<file path="config.mk">
export PLATFORM = sky130hd
export DESIGN_NAME = poly_voice_mixer_flat
export DESIGN_NICKNAME = d
export VERILOG_FILES = /design/src/rtl/poly_voice_mixer_if.sv /design/src/rtl/poly_voice_mixer.sv /design/src/flat_wrapper.sv
export SDC_FILE = /design/constraint.sdc
export NUM_CORES = 1
export LEC_CHECK = 0
export ABC_CLOCK_PERIOD_IN_PS = 9700
export BUFFER_PORTS_ARGS = -buffer_cell sky130_fd_sc_hd__buf_2
export CORE_UTILIZATION = 59
export DETAILED_ROUTE_END_ITERATION = 10
export GPL_ROUTABILITY_DRIVEN = 0
export GPL_TIMING_DRIVEN = 1
export PLACE_DENSITY_LB_ADDON = 0.25
export RECOVER_POWER = 50
export SLEW_MARGIN = 20
export SYNTH_ARGS = -nofsm -noshare
export SYNTH_HDL_FRONTEND = slang
export SYNTH_SLANG_ARGS = --single-unit
</file>
<file path="constraint.sdc">
create_clock -name clk -period 9.7 [get_ports clk]
set_input_delay 0.485 -clock clk [delete_from_list [all_inputs] [get_ports clk]]
set_output_delay 0.485 -clock clk [all_outputs]
set_load 0.01 [all_outputs]
</file>
<file path="src/rtl/poly_voice_mixer_if.sv">
// Bundle of sequencer, voice and codec signals around the voice mixer.
// Latency: none, wires only.
// Backpressure: none; strobes are single-cycle and never stalled.
interface poly_voice_mixer_if #(
   parameter int NUM_VOICES = 4,
   parameter int NOTE_W     = 6,
   parameter int DUR_W      = 6,
   parameter int SAMPLE_W   = 16,
   parameter int SUM_W      = 18
);
   // sequencer / voice / codec side inputs to the mixer
   logic                           play_enable;
   logic                           beat;
   logic                           load_new_note;
   logic [NOTE_W-1:0]              note_to_load;
   logic [DUR_W-1:0]               duration;
   logic                           release_all;
   logic                           generate_next_sample;
   logic [NUM_VOICES*SAMPLE_W-1:0] voice_sample;
   logic [NUM_VOICES-1:0]          voice_sample_ready;
   // mixer outputs
   logic [NUM_VOICES-1:0]          voice_load;
   logic [NUM_VOICES*NOTE_W-1:0]   voice_note;
   logic [NUM_VOICES-1:0]          voice_active;
   logic                           note_accepted;
   logic                           note_stolen;
   logic                           all_done;
   logic [SUM_W-1:0]               final_sample;
   logic                           sample_ready;

   modport master (
      output play_enable, beat, load_new_note, note_to_load, duration, release_all,
             generate_next_sample, voice_sample, voice_sample_ready,
      input  voice_load, voice_note, voice_active, note_accepted, note_stolen,
             all_done, final_sample, sample_ready
   );

   modport slave (
      input  play_enable, beat, load_new_note, note_to_load, duration, release_all,
             generate_next_sample, voice_sample, voice_sample_ready,
      output voice_load, voice_note, voice_active, note_accepted, note_stolen,
             all_done, final_sample, sample_ready
   );
endinterface

</file>
<file path="src/rtl/poly_voice_mixer.sv">
// N-voice note allocator with per-voice beat countdown and a saturating sample mixer.
// Latency: load pulses 1 cycle after request; sample_ready 1 cycle after the last needed voice ready.
// Backpressure: none; requests are ignored while play_enable=0, notes dropped when full and stealing is off.
module poly_voice_mixer #(
   parameter int NUM_VOICES = 4,
   parameter int NOTE_W     = 6,
   parameter int DUR_W      = 6,
   parameter int SAMPLE_W   = 16,
   parameter int SUM_W      = 18,
   parameter bit STEAL_EN   = 1'b1
) (
   input logic                clk,
   input logic                reset,
   poly_voice_mixer_if.slave  bus
);
   localparam int IDX_W = (NUM_VOICES > 1) ? $clog2(NUM_VOICES) : 1;
   // accumulator is wide enough for 16 full-scale voices and strictly wider than SUM_W
   localparam int ACC_W = (SUM_W > SAMPLE_W + 4) ? SUM_W + 1 : SAMPLE_W + 5;
   localparam logic signed [ACC_W-1:0] SAT_MAX = {{(ACC_W-SUM_W+1){1'b0}}, {(SUM_W-1){1'b1}}};
   localparam logic signed [ACC_W-1:0] SAT_MIN = {{(ACC_W-SUM_W+1){1'b1}}, {(SUM_W-1){1'b0}}};

   typedef enum logic [1:0] {S_IDLE, S_COLLECT, S_EMIT} state_t;

   // voice allocation state
   logic [DUR_W-1:0]      count_q [NUM_VOICES];
   logic [DUR_W-1:0]      count_d [NUM_VOICES];
   logic [NOTE_W-1:0]     note_q  [NUM_VOICES];
   logic [NOTE_W-1:0]     note_d  [NUM_VOICES];
   logic [NUM_VOICES-1:0] load_q, load_d;
   logic                  accepted_q, accepted_d;
   logic                  stolen_q, stolen_d;
   logic [NUM_VOICES-1:0] active;

   logic                  free_found;
   logic [IDX_W-1:0]      free_idx, min_idx, tgt_idx;
   logic [DUR_W-1:0]      min_cnt;
   logic                  load_req, do_load;

   // mixer state
   state_t                state_q, state_d;
   logic [NUM_VOICES-1:0] got_q, got_d;
   logic [SAMPLE_W-1:0]   hold_q [NUM_VOICES];
   logic [SAMPLE_W-1:0]   hold_d [NUM_VOICES];
   logic [SUM_W-1:0]      final_q, final_d;
   logic                  sready_q, sready_d;
   logic signed [ACC_W-1:0] acc;
   logic [SUM_W-1:0]      mix_sat;
   logic                  collect_done;

   // per-voice busy flags and the packed note bus
   always_comb begin
      active = '0;
      bus.voice_note = '0;
      for (int i = 0; i < NUM_VOICES; i++) begin
         active[i] = (count_q[i] != '0);
         bus.voice_note[i*NOTE_W +: NOTE_W] = note_q[i];
      end
   end

   // find lowest free voice and the voice closest to expiry (lowest index on ties)
   always_comb begin
      free_found = 1'b0;
      free_idx   = '0;
      min_idx    = '0;
      min_cnt    = count_q[0];
      for (int i = 0; i < NUM_VOICES; i++) begin
         if (!free_found && count_q[i] == '0) begin
            free_found = 1'b1;
            free_idx   = IDX_W'(i);
         end
         if (count_q[i] < min_cnt) begin
            min_cnt = count_q[i];
            min_idx = IDX_W'(i);
         end
      end
   end

   // release_all outranks a load; a zero-length note never allocates
   assign load_req = bus.load_new_note && bus.play_enable && (bus.duration != '0) && !bus.release_all;
   assign do_load  = load_req && (free_found || STEAL_EN);
   assign tgt_idx  = free_found ? free_idx : min_idx;

   // counter / note next state: release > load > beat; the loaded voice skips this beat
   always_comb begin
      load_d     = '0;
      accepted_d = do_load;
      stolen_d   = do_load && !free_found;
      for (int i = 0; i < NUM_VOICES; i++) begin
         count_d[i] = count_q[i];
         note_d[i]  = note_q[i];
         if (bus.release_all) begin
            count_d[i] = '0;
         end else if (do_load && tgt_idx == IDX_W'(i)) begin
            count_d[i] = bus.duration;
            note_d[i]  = bus.note_to_load;
            load_d[i]  = 1'b1;
         end else if (bus.beat && bus.play_enable && count_q[i] != '0) begin
            count_d[i] = count_q[i] - DUR_W'(1);
         end
      end
   end

   // allocation registers
   always_ff @(posedge clk or negedge reset) begin
      if (!reset) begin
         for (int i = 0; i < NUM_VOICES; i++) begin
            count_q[i] <= '0;
            note_q[i]  <= '0;
         end
         load_q     <= '0;
         accepted_q <= 1'b0;
         stolen_q   <= 1'b0;
      end else begin
         count_q    <= count_d;
         note_q     <= note_d;
         load_q     <= load_d;
         accepted_q <= accepted_d;
         stolen_q   <= stolen_d;
      end
   end

   // capture samples on any ready; a ready on the EMIT->IDLE edge survives the clear
   always_comb begin
      for (int i = 0; i < NUM_VOICES; i++) begin
         hold_d[i] = bus.voice_sample_ready[i] ? bus.voice_sample[i*SAMPLE_W +: SAMPLE_W] : hold_q[i];
      end
      got_d = (state_q == S_EMIT) ? bus.voice_sample_ready : (got_q | bus.voice_sample_ready);
   end

   assign collect_done = &(got_q | bus.voice_sample_ready | ~active);

   // sum the active voices' newest samples and clamp to the output range
   always_comb begin
      acc = '0;
      for (int i = 0; i < NUM_VOICES; i++) begin
         if (active[i]) begin
            acc = acc + ACC_W'($signed(hold_d[i]));
         end
      end
      if (acc > SAT_MAX) begin
         mix_sat = SAT_MAX[SUM_W-1:0];
      end else if (acc < SAT_MIN) begin
         mix_sat = SAT_MIN[SUM_W-1:0];
      end else begin
         mix_sat = acc[SUM_W-1:0];
      end
   end

   // mixer FSM next state; the mix is latched on entry to EMIT so ready follows the last sample by one cycle
   always_comb begin
      state_d  = state_q;
      final_d  = final_q;
      sready_d = 1'b0;
      unique case (state_q)
         S_IDLE: begin
            if (bus.generate_next_sample && bus.play_enable) begin
               state_d = S_COLLECT;
            end
         end
         S_COLLECT: begin
            if (bus.play_enable && collect_done) begin
               state_d  = S_EMIT;
               final_d  = mix_sat;
               sready_d = 1'b1;
            end
         end
         S_EMIT: begin
            state_d = S_IDLE;
         end
         default: begin
            state_d = S_IDLE;
         end
      endcase
   end

   // mixer state register
   always_ff @(posedge clk or negedge reset) begin
      if (!reset) begin
         state_q <= S_IDLE;
      end else begin
         state_q <= state_d;
      end
   end

   // mixer datapath registers
   always_ff @(posedge clk or negedge reset) begin
      if (!reset) begin
         got_q    <= '0;
         for (int i = 0; i < NUM_VOICES; i++) begin
            hold_q[i] <= '0;
         end
         final_q  <= '0;
         sready_q <= 1'b0;
      end else begin
         got_q    <= got_d;
         hold_q   <= hold_d;
         final_q  <= final_d;
         sready_q <= sready_d;
      end
   end

   assign bus.voice_load    = load_q;
   assign bus.voice_active  = active;
   assign bus.note_accepted = accepted_q;
   assign bus.note_stolen   = stolen_q;
   assign bus.all_done      = ~|active;
   assign bus.final_sample  = final_q;
   assign bus.sample_ready  = sready_q;
endmodule

</file>
<file path="src/flat_wrapper.sv">
// flat-port wrapper written by rule: the top's interface ports become plain ports
module poly_voice_mixer_flat 
#(
   parameter int NUM_VOICES = 4,
   parameter int NOTE_W     = 6,
   parameter int DUR_W      = 6,
   parameter int SAMPLE_W   = 16,
   parameter int SUM_W      = 18,
   parameter bit STEAL_EN   = 1'b1
)
  (clk, reset, bus_play_enable, bus_beat, bus_load_new_note, bus_note_to_load, bus_duration, bus_release_all, bus_generate_next_sample, bus_voice_sample, bus_voice_sample_ready, bus_voice_load, bus_voice_note, bus_voice_active, bus_note_accepted, bus_note_stolen, bus_all_done, bus_final_sample, bus_sample_ready);
  poly_voice_mixer_if #(.NUM_VOICES(NUM_VOICES), .NOTE_W(NOTE_W), .DUR_W(DUR_W), .SAMPLE_W(SAMPLE_W), .SUM_W(SUM_W)) bus_i ();
  input logic clk;
  input logic reset;
  input wire logic [$bits(bus_i.play_enable)-1:0] bus_play_enable;
  input wire logic [$bits(bus_i.beat)-1:0] bus_beat;
  input wire logic [$bits(bus_i.load_new_note)-1:0] bus_load_new_note;
  input wire logic [$bits(bus_i.note_to_load)-1:0] bus_note_to_load;
  input wire logic [$bits(bus_i.duration)-1:0] bus_duration;
  input wire logic [$bits(bus_i.release_all)-1:0] bus_release_all;
  input wire logic [$bits(bus_i.generate_next_sample)-1:0] bus_generate_next_sample;
  input wire logic [$bits(bus_i.voice_sample)-1:0] bus_voice_sample;
  input wire logic [$bits(bus_i.voice_sample_ready)-1:0] bus_voice_sample_ready;
  output wire logic [$bits(bus_i.voice_load)-1:0] bus_voice_load;
  output wire logic [$bits(bus_i.voice_note)-1:0] bus_voice_note;
  output wire logic [$bits(bus_i.voice_active)-1:0] bus_voice_active;
  output wire logic [$bits(bus_i.note_accepted)-1:0] bus_note_accepted;
  output wire logic [$bits(bus_i.note_stolen)-1:0] bus_note_stolen;
  output wire logic [$bits(bus_i.all_done)-1:0] bus_all_done;
  output wire logic [$bits(bus_i.final_sample)-1:0] bus_final_sample;
  output wire logic [$bits(bus_i.sample_ready)-1:0] bus_sample_ready;
  assign bus_i.play_enable = bus_play_enable;
  assign bus_i.beat = bus_beat;
  assign bus_i.load_new_note = bus_load_new_note;
  assign bus_i.note_to_load = bus_note_to_load;
  assign bus_i.duration = bus_duration;
  assign bus_i.release_all = bus_release_all;
  assign bus_i.generate_next_sample = bus_generate_next_sample;
  assign bus_i.voice_sample = bus_voice_sample;
  assign bus_i.voice_sample_ready = bus_voice_sample_ready;
  assign bus_voice_load = bus_i.voice_load;
  assign bus_voice_note = bus_i.voice_note;
  assign bus_voice_active = bus_i.voice_active;
  assign bus_note_accepted = bus_i.note_accepted;
  assign bus_note_stolen = bus_i.note_stolen;
  assign bus_all_done = bus_i.all_done;
  assign bus_final_sample = bus_i.final_sample;
  assign bus_sample_ready = bus_i.sample_ready;
  poly_voice_mixer #(.NUM_VOICES(NUM_VOICES), .NOTE_W(NOTE_W), .DUR_W(DUR_W), .SAMPLE_W(SAMPLE_W), .SUM_W(SUM_W), .STEAL_EN(STEAL_EN)) u_core (.clk(clk), .reset(reset), .bus(bus_i));
endmodule
</file>
==> run summary, run 1 <==
Hold Path Class: in2reg
Syn Area/Cell: 9.537 µm²
dominant synthesized flop cell: dfrtp_1
Clock Latency Late Sink: 430 ps
fin nets: 1310
setup bufs post-CTS: 0
# rows: 46
Final Max Tran Viols: 96
via count: 8284
Max Fclk: 116.4 MHz
layout cells sized above 1: 18.41%
Synth top area share: 36.64%
largest family of logic cells by synthesized area: compound AO/OA/AOI/OAI gates
vias in the first global route: 7905
Synth Cell Area: 9766 µm²
xor/xnor share of the synthesized area: 5.650%
mux contribution to synthesized area: 11.38%
critical path arrival: 8900 ps
Synth warnings: 0
post-synth cell types: 62
Top Ports: 141
cts hold-fix bufs: 0
sequential area share after synthesis: 36.64%
DP Area: 10600 µm²
FF-to-FF path depth: 31
CTS buffer count: 17
violated checks: max-capacitance violations, max-slew violations
Fillers: 1293
IO buf count: 140
top-count cell post-synth: dfrtp_1
Syn Inst Count: 1024
H-tree Lvls: 4
hold depth: 2
DRT iter0 DRCs: 605
CTS tree: yes
simple-gate portion of the synthesized area: 12.84%
Max Buffers Root-to-Sink: 2
Synthesized Nets: 1190
Clk Tree Root Cell: clkbuf_16
max-cap viol count: 1
DR WL/cell: 17.52 µm
Synth Area in Compound Gates: 19.60%
skew final: 6.502 ps
Synth area leaders: dfrtp_1 (37%), mux2_2 (10%), ha_1 (9.7%)
EDFF count, synth: 0
pin count of the biggest net entering global routing: 96
leading area contributor after synthesis: dfrtp_1
final worst-path cycle share: 88.55%
post-route design area: 11210 µm²
die width: 130.7 µm
Total GRT Usage: 29.73%
number of clock sinks: 143
setup TNS: 0 ps
Worst setup EP type: flop
DRT Pass-1 Iters: 5
first-pass GRT wire length: 39310 µm
Reg clk slew, reported paths: 70 ps
Die H: 130.7 µm
GRT overflow: 0
Slew headroom: -234.6%
post-synthesis adder-cell area fraction: 10.35%
initial core utilization: 61.03%
Setup CP Type: reg2reg
status: complete, but fails checks
flop-to-flop setup slack: 1110 ps
RSZ-0062 raised after global routing: no
Worst path slowest cell: and2_1
Core Region: 16000 µm²
Final Hold Vio Count: 0
CP required: 10010 ps
Finish-stage setup viols: 0
initial antenna violation count: 0
vias per cell: 6.034
max incr delay on CP: 440 ps
hpwl dp: 17690 µm
Synth async-reset ratio: 100.0%
Die ar.: 17070 µm²
Slew @ Worst Pin: 5019 ps
final WL: 24060 µm
synth-to-layout area growth: 14.77%
Synth Register Bits: 143
post-cts sizing count: 0
Crit Path Max Fanout: 17
n_diodes: 0
CP Launch Type: flop
synth cell count leaders: dfrtp_1 (143), nand2_1 (111), mux2_2 (88), ha_1 (76), nor2_1 (64)
post-detailed-route count of antenna-violating nets: 0
fin crit period: 8590 ps
drt drc: 0
## per-stage QoR
step                setup WS, ps  utilization [%]  hold WS [ps]  instances
CTS                         1301            70.19         178.2       1373
global route               585.3            70.05         301.0       1373
global placement            1767            66.23         432.6       1341
finish                      1110            70.05         302.1       1373
detailed placement          1344            66.23         446.9       1341
floorplan                   2165                -         189.4       1024
## routing by layer
layer	part of all wire [%]	vias to the layer above	GRT usage, %
met5	0	-	0
li1	-	3970	-
met4	1.7	0	9.601
met2	45	303	46.34
met1	47	3967	41.84
met3	6.6	44	5.497
## worst paths after layout
kind / end / from
setup / recovery: u_core.bus.final_sample[0] / u_core.count_q[20]
hold / removal: u_core.hold_q[58] / bus_voice_sample[10]
setup reg to reg: u_core.bus.final_sample[0] / u_core.count_q[20]
hold reg to reg: u_core.state_q[0] / u_core.state_q[1]
max in group asynchronous: u_core.hold_q[10] / reset
min in group asynchronous: u_core.hold_q[50] / reset
## cells by family after synthesis
family	count (synthesis)
AOI/OAI and AO/OA	280
adders and majority gates	79
muxes	100
DFF	143
and+or+nand+nor	273
buffers and inverters	86
xor gates and xnor gates	63
## registers in the layout, summed over array words and instances, names as in the netlist
register and count:
u_core.bus.note_accepted 1, u_core.got_q 4, u_core.bus.note_stolen 1, u_core.bus.voice_note 24, u_core.count_q 24, u_core.bus.sample_ready 1
u_core.state_q 2, u_core.bus.final_sample 18, u_core.bus.voice_load 4, u_core.hold_q 64
## cell type report
type,count,area [µm²],share of cell area [%]
multi-input combinational,795,5842,52.12
sequential,143,3578,31.93
timing repair buffer,146,729.5,6.508
clock buffer,18,429.2,3.829
tap,216,270.3,2.411
clock inverter,14,205.2,1.831
inverter,41,153.9,1.373
## placed cells by master, fill, tap and decap left out, types with 9 or more instances in the layout
cell type	Yosys	layout
a21oi_1	62	62
ha_1	76	76
clkbuf_16	0	17
nor2_1	64	64
inv_1	40	40
nor3_1	17	17
nand2_1	111	111
o31ai_1	25	25
o21ai_0	55	55
buf_2	9	127
nor4_1	9	9
nand4_1	12	12
o211ai_1	13	13
nand2b_1	11	11
a21o_1	32	32
mux2_2	88	36
xnor2_1	46	46
xor2_1	17	17
dfrtp_1	143	143
and2_1	17	17
mux2_1	0	52
mux2i_1	12	12
o22a_1	11	11
a211oi_1	23	23
clkbuf_1	27	14
nand3_1	11	11
## critical path: cells and delay by family, from the launching register on
kind | cells | cell delay (ps)
AO/OA/AOI/OAI | 13 | 3390
multiplexers | 2 | 380
flip-flops | 1 | 400
adder cells (fa/ha/maj) | 4 | 1400
AND/OR/NAND/NOR | 9 | 2220
buffers and inverters | 1 | 350
XOR/XNOR | 2 | 310
Power of run 1 is not shown: default switching activity piles up to over one toggle a cycle in this logic, so the estimate is an artifact.
==> inputs of run 2 (changes only) <==
Settings changed: ABC_CLOCK_PERIOD_IN_PS 9700 to 9800.
Clock period 9.7 ns to 9.8 ns, I/O delays scaled along.
==> run 2 against run 1 <==
The flow still finishes with violations (max-capacitance violations, max-slew violations). Worst hold slack gained 3.6 ps. Cell count about the same. Cell area about the same. Utilization barely moved. Register-to-register slack improved by 350 ps. Count of clock-buffer cells in the layout stayed put. First-iteration DRC count rose by 8.6%. Flip-flop and latch count did not move. Clock skew rose by 0.59 ps. Sequential share of layout area about the same.
==> run summary, run 2 (synthesis results as in run 1) <==
Worst path slowest cell: fa_1
Final Hold Vio Count: 0
fin crit period: 8340 ps
max incr delay on CP: 430 ps
final worst-path cycle share: 85.10%
Hold Path Class: in2reg
fin nets: 1309
Clk Tree Root Cell: clkbuf_16
post-cts sizing count: 0
Setup CP Type: reg2reg
commonest non-fill, non-tap cell in the layout: dfrtp_1
RSZ-0062 raised after global routing: no
Die H: 130.7 µm
violated checks: max-capacitance violations, max-slew violations
register area: 3578 µm²
setup bufs post-CTS: 0
Finish-stage setup viols: 0
Total GRT Usage: 30.03%
first-pass GRT wire length: 39440 µm
max-cap viol count: 1
critical path arrival: 8660 ps
multi-input logic area: 5842 µm²
Slew headroom: -247.1%
post-detailed-route count of antenna-violating nets: 0
Top Ports: 141
final WL: 24340 µm
n_diodes: 0
min-delay src: bus_voice_sample[11]
flop-to-flop setup slack: 1460 ps
DRT Pass-1 Iters: 5
Slew @ Worst Pin: 5206 ps
via count: 8203
initial antenna violation count: 0
CTS buffer count: 17
post-route design area: 11220 µm²
cts hold-fix bufs: 0
Worst setup EP type: flop
DR WL/cell: 17.74 µm
hold endpoint: u_core.hold_q[59]
Die ar.: 17070 µm²
Crit Path Max Fanout: 17
CP Launch Type: flop
RR Startpoint: u_core.count_q[21]
synth-to-layout area growth: 14.85%
Max Buffers Root-to-Sink: 2
Max Fclk: 119.9 MHz
DP Area: 10590 µm²
initial core utilization: 61.03%
FF-to-FF path depth: 31
hpwl dp: 17720 µm
pin count of the biggest net entering global routing: 100
Fillers: 1262
die width: 130.7 µm
vias in the first global route: 7866
drt drc: 0
GRT overflow: 0
commonest non-fill, non-tap cells in the layout: dfrtp_1 (143), buf_2 (131), nand2_1 (111), ha_1 (76), nor2_1 (64)
layout cells sized above 1: 18.94%
Core Region: 16000 µm²
skew final: 7.092 ps
Final Max Tran Viols: 100
DRT iter0 DRCs: 657
hold depth: 2
number of clock sinks: 143
status: complete, but fails checks
Reg clk slew, reported paths: 60 ps
CTS tree: yes
Clock Latency Late Sink: 440 ps
CP required: 10120 ps
setup TNS: 0 ps
FF-to-FF End: u_core.bus.final_sample[10]
# rows: 46
vias per cell: 5.979
Biggest register: u_core.hold_q
max FFs per register: 64
IO buf count: 140
H-tree Lvls: 4
-- run 2: changes by cell type in the layout (fill, tap and decap cells not counted), sizes merged --
| cell | change |
|---|---|
| clkbuf | -4 |
| buf | +3 |
-- run 2: final cells by class --
class	count	share of cell area (%)
Clock inverter	14	1.830
Inverter	41	1.372
Sequential cell	143	31.91
Tap cell	216	2.410
Multi-Input combinational cell	795	52.09
Timing Repair Buffer	145	6.481
Clock buffer	18	3.916
-- run 2: worst max path at each step --
stage          cells past startpoint  slack, ps                     endpoint                 startpoint
6_report                          31       1460  u_core.bus.final_sample[10]         u_core.count_q[21]
5_1_grt                           31        810   u_core.bus.final_sample[7]         u_core.count_q[21]
4_1_cts                           31       1490  u_core.bus.final_sample[10]         u_core.count_q[21]
3_5_place_dp                      31       1520  u_core.bus.final_sample[10]         u_core.count_q[21]
3_3_place_gp                      31       1860   u_core.bus.final_sample[5]         u_core.count_q[21]
2_1_floorplan                     33       2260  u_core.bus.final_sample[11]  bus_voice_sample_ready[0]
-- run 2: stage by stage --
stage | worst slack (ps) | util [%] | std cells | hold slack (ps)
final | 1460 | 70.10 | 1372 | 305.7
after detailed placement | 1523 | 66.18 | 1340 | 448.4
after CTS | 1489 | 70.21 | 1372 | 198.3
after global routing | 805.6 | 70.10 | 1372 | 309.3
after global placement | 1856 | 66.18 | 1340 | 433.0
after floorplan | 2260 | - | 1024 | 194.4
-- run 2: routing by layer --
| metal | up-vias | global-route usage, % | part of all wire, % |
|---|---|---|---|
| met5 | - | 0 | 0 |
| met4 | 0 | 9.060 | 1.7 |
| met3 | 39 | 5.171 | 6.3 |
| met2 | 289 | 46.72 | 45 |
| met1 | 3916 | 42.89 | 47 |
| li1 | 3959 | - | - |
-- run 2: critical path: cells and delay by family (launching register included) --
| kind | cells | cell delay [ps] |
|---|---|---|
| muxes | 2 | 390 |
| adders and majority gates | 4 | 1390 |
| buffers and inverters | 1 | 340 |
| xor gates and xnor gates | 2 | 320 |
| AOI/OAI and AO/OA | 13 | 3310 |
| and+or+nand+nor | 9 | 2080 |
| DFF | 1 | 410 |
Power of run 2 is left out for the same reason.
==> inputs of run 3 (changes only) <==
Settings changed: REMOVE_ABC_BUFFERS set to 1.
==> run 3 against run 2 <==
The flow still finishes with violations (max-capacitance violations, max-slew violations). Clock skew is 1.6 ps higher. Utilization is 0.54 points lower. Count of clock-buffer cells in the layout stayed put. Highest routed layer unchanged.
==> run summary, run 3 (synthesis results as in run 1) <==
Clk Tree Root Cell: clkbuf_16
Worst path slowest cell: fa_1
GRT overflow: 0
Die ar.: 17070 µm²
critical path arrival: 8610 ps
Max Fclk: 120.6 MHz
commonest non-fill, non-tap cells in the layout: dfrtp_1 (143), nand2_1 (111), buf_2 (99), ha_1 (76), nor2_1 (64)
cts hold-fix bufs: 0
pin count of the biggest net entering global routing: 78
DR WL/cell: 18.43 µm
drt drc: 0
Finish-stage setup viols: 0
fin util: 69.56%
Crit Path Max Fanout: 17
max FFs per register: 64
Max Buffers Root-to-Sink: 2
Core Region: 16000 µm²
via count: 8328
Hold Path Class: in2reg
initial antenna violation count: 0
hpwl dp: 18710 µm
final worst-path cycle share: 84.58%
post-cts sizing count: 0
Slew headroom: -134.3%
CP required: 10120 ps
dpl ws: 1567 ps
Die H: 130.7 µm
violated checks: max-capacitance violations, max-slew violations
die width: 130.7 µm
synth-to-layout area growth: 13.97%
FF-to-FF path depth: 31
# rows: 46
flop-to-flop setup slack: 1510 ps
FF-to-FF End: u_core.bus.final_sample[2]
fin crit period: 8289 ps
Fillers: 1305
vias per cell: 6.057
RR Startpoint: u_core.count_q[20]
Total GRT Usage: 30.96%
CTS buffer count: 17
Slew @ Worst Pin: 3515 ps
H-tree Lvls: 4
IO buf count: 140
first-pass GRT wire length: 40230 µm
post-detailed-route count of antenna-violating nets: 0
setup bufs post-CTS: 0
Final Hold Vio Count: 0
Biggest register: u_core.hold_q
DRT iter0 DRCs: 530
commonest non-fill, non-tap cell in the layout: dfrtp_1
RSZ-0062 raised after global routing: no
Final Max Tran Viols: 68
fin nets: 1310
Clock Latency Late Sink: 440 ps
max incr delay on CP: 430 ps
status: complete, but fails checks
Worst setup startpoint: u_core.count_q[20]
layout cells sized above 1: 15.99%
worst setup path end: u_core.bus.final_sample[2]
DRT Pass-1 Iters: 6
final WL: 25340 µm
Finished Layout Cells: 1375
CTS tree: yes
skew final: 8.671 ps
CP Launch Type: flop
Placed Instances: 1341
final setup margin: 1511 ps
Reg clk slew, reported paths: 70 ps
vias in the first global route: 8061
Top Ports: 141
number of clock sinks: 143
Worst setup EP type: flop
setup TNS: 0 ps
Setup CP Type: reg2reg
max-cap viol count: 1
initial core utilization: 61.03%
## run 3: cell types whose count changed in the layout (fill, tap and decap cells not counted), moves of 3 or more
cell,delta
clkbuf_1,+32
mux2_2,-3
buf_2,-32
bufinv_16,-3
clkinvlp_4,+3
mux2_1,+3
## run 3: how the worst min path moves through the flow
stage	from	endpoint	depth (start not counted)
global placement	u_core.state_q[1]	u_core.state_q[0]	1
detailed placement	u_core.state_q[1]	u_core.state_q[0]	1
CTS	reset	u_core.hold_q[10]	1
global route	bus_voice_sample[51]	u_core.hold_q[3]	2
finish	bus_voice_sample[45]	u_core.hold_q[29]	2
floorplan	reset	u_core.bus.final_sample[0]	0
## run 3: layout make-up
cell class | count | area, µm² | area share (%)
flip-flops and latches | 143 | 3578 | 32.15
inverters | 41 | 153.9 | 1.383
clock inverters | 14 | 146.4 | 1.315
well taps | 216 | 270.3 | 2.428
multi-input cells | 795 | 5842 | 52.49
clock buffers | 18 | 439.2 | 3.946
repair buffers | 146 | 694.4 | 6.239
diodes | 2 | 5.005 | 0.04497
## run 3: through the flow
stage	area (µm²)	hold WS, ps
3_5_place_dp	10600	440.2
6_report	11130	299.4
4_1_cts	11180	41.40
5_1_grt	11120	306.6
2_1_floorplan	9574	194.4
3_3_place_gp	10600	426.1
## run 3: per-layer routing
| metal | GRT usage, % | vias up | part of all wire (%) |
|---|---|---|---|
| li1 | - | 3962 | - |
| met5 | 0 | - | 0 |
| met1 | 40.74 | 3985 | 44 |
| met4 | 15.01 | 0 | 2.9 |
| met2 | 50.23 | 328 | 47 |
| met3 | 4.560 | 53 | 5.9 |
## run 3: critical path: cells and delay by family (launching register included)
kind | cells | cell delay (ps)
AOI/OAI and AO/OA | 13 | 3470
muxes | 2 | 390
adders and majority gates | 4 | 1350
xor gates and xnor gates | 2 | 240
and+or+nand+nor | 9 | 2020
DFF | 1 | 400
buffers and inverters | 1 | 290
Power of run 3 is left out for the same reason.
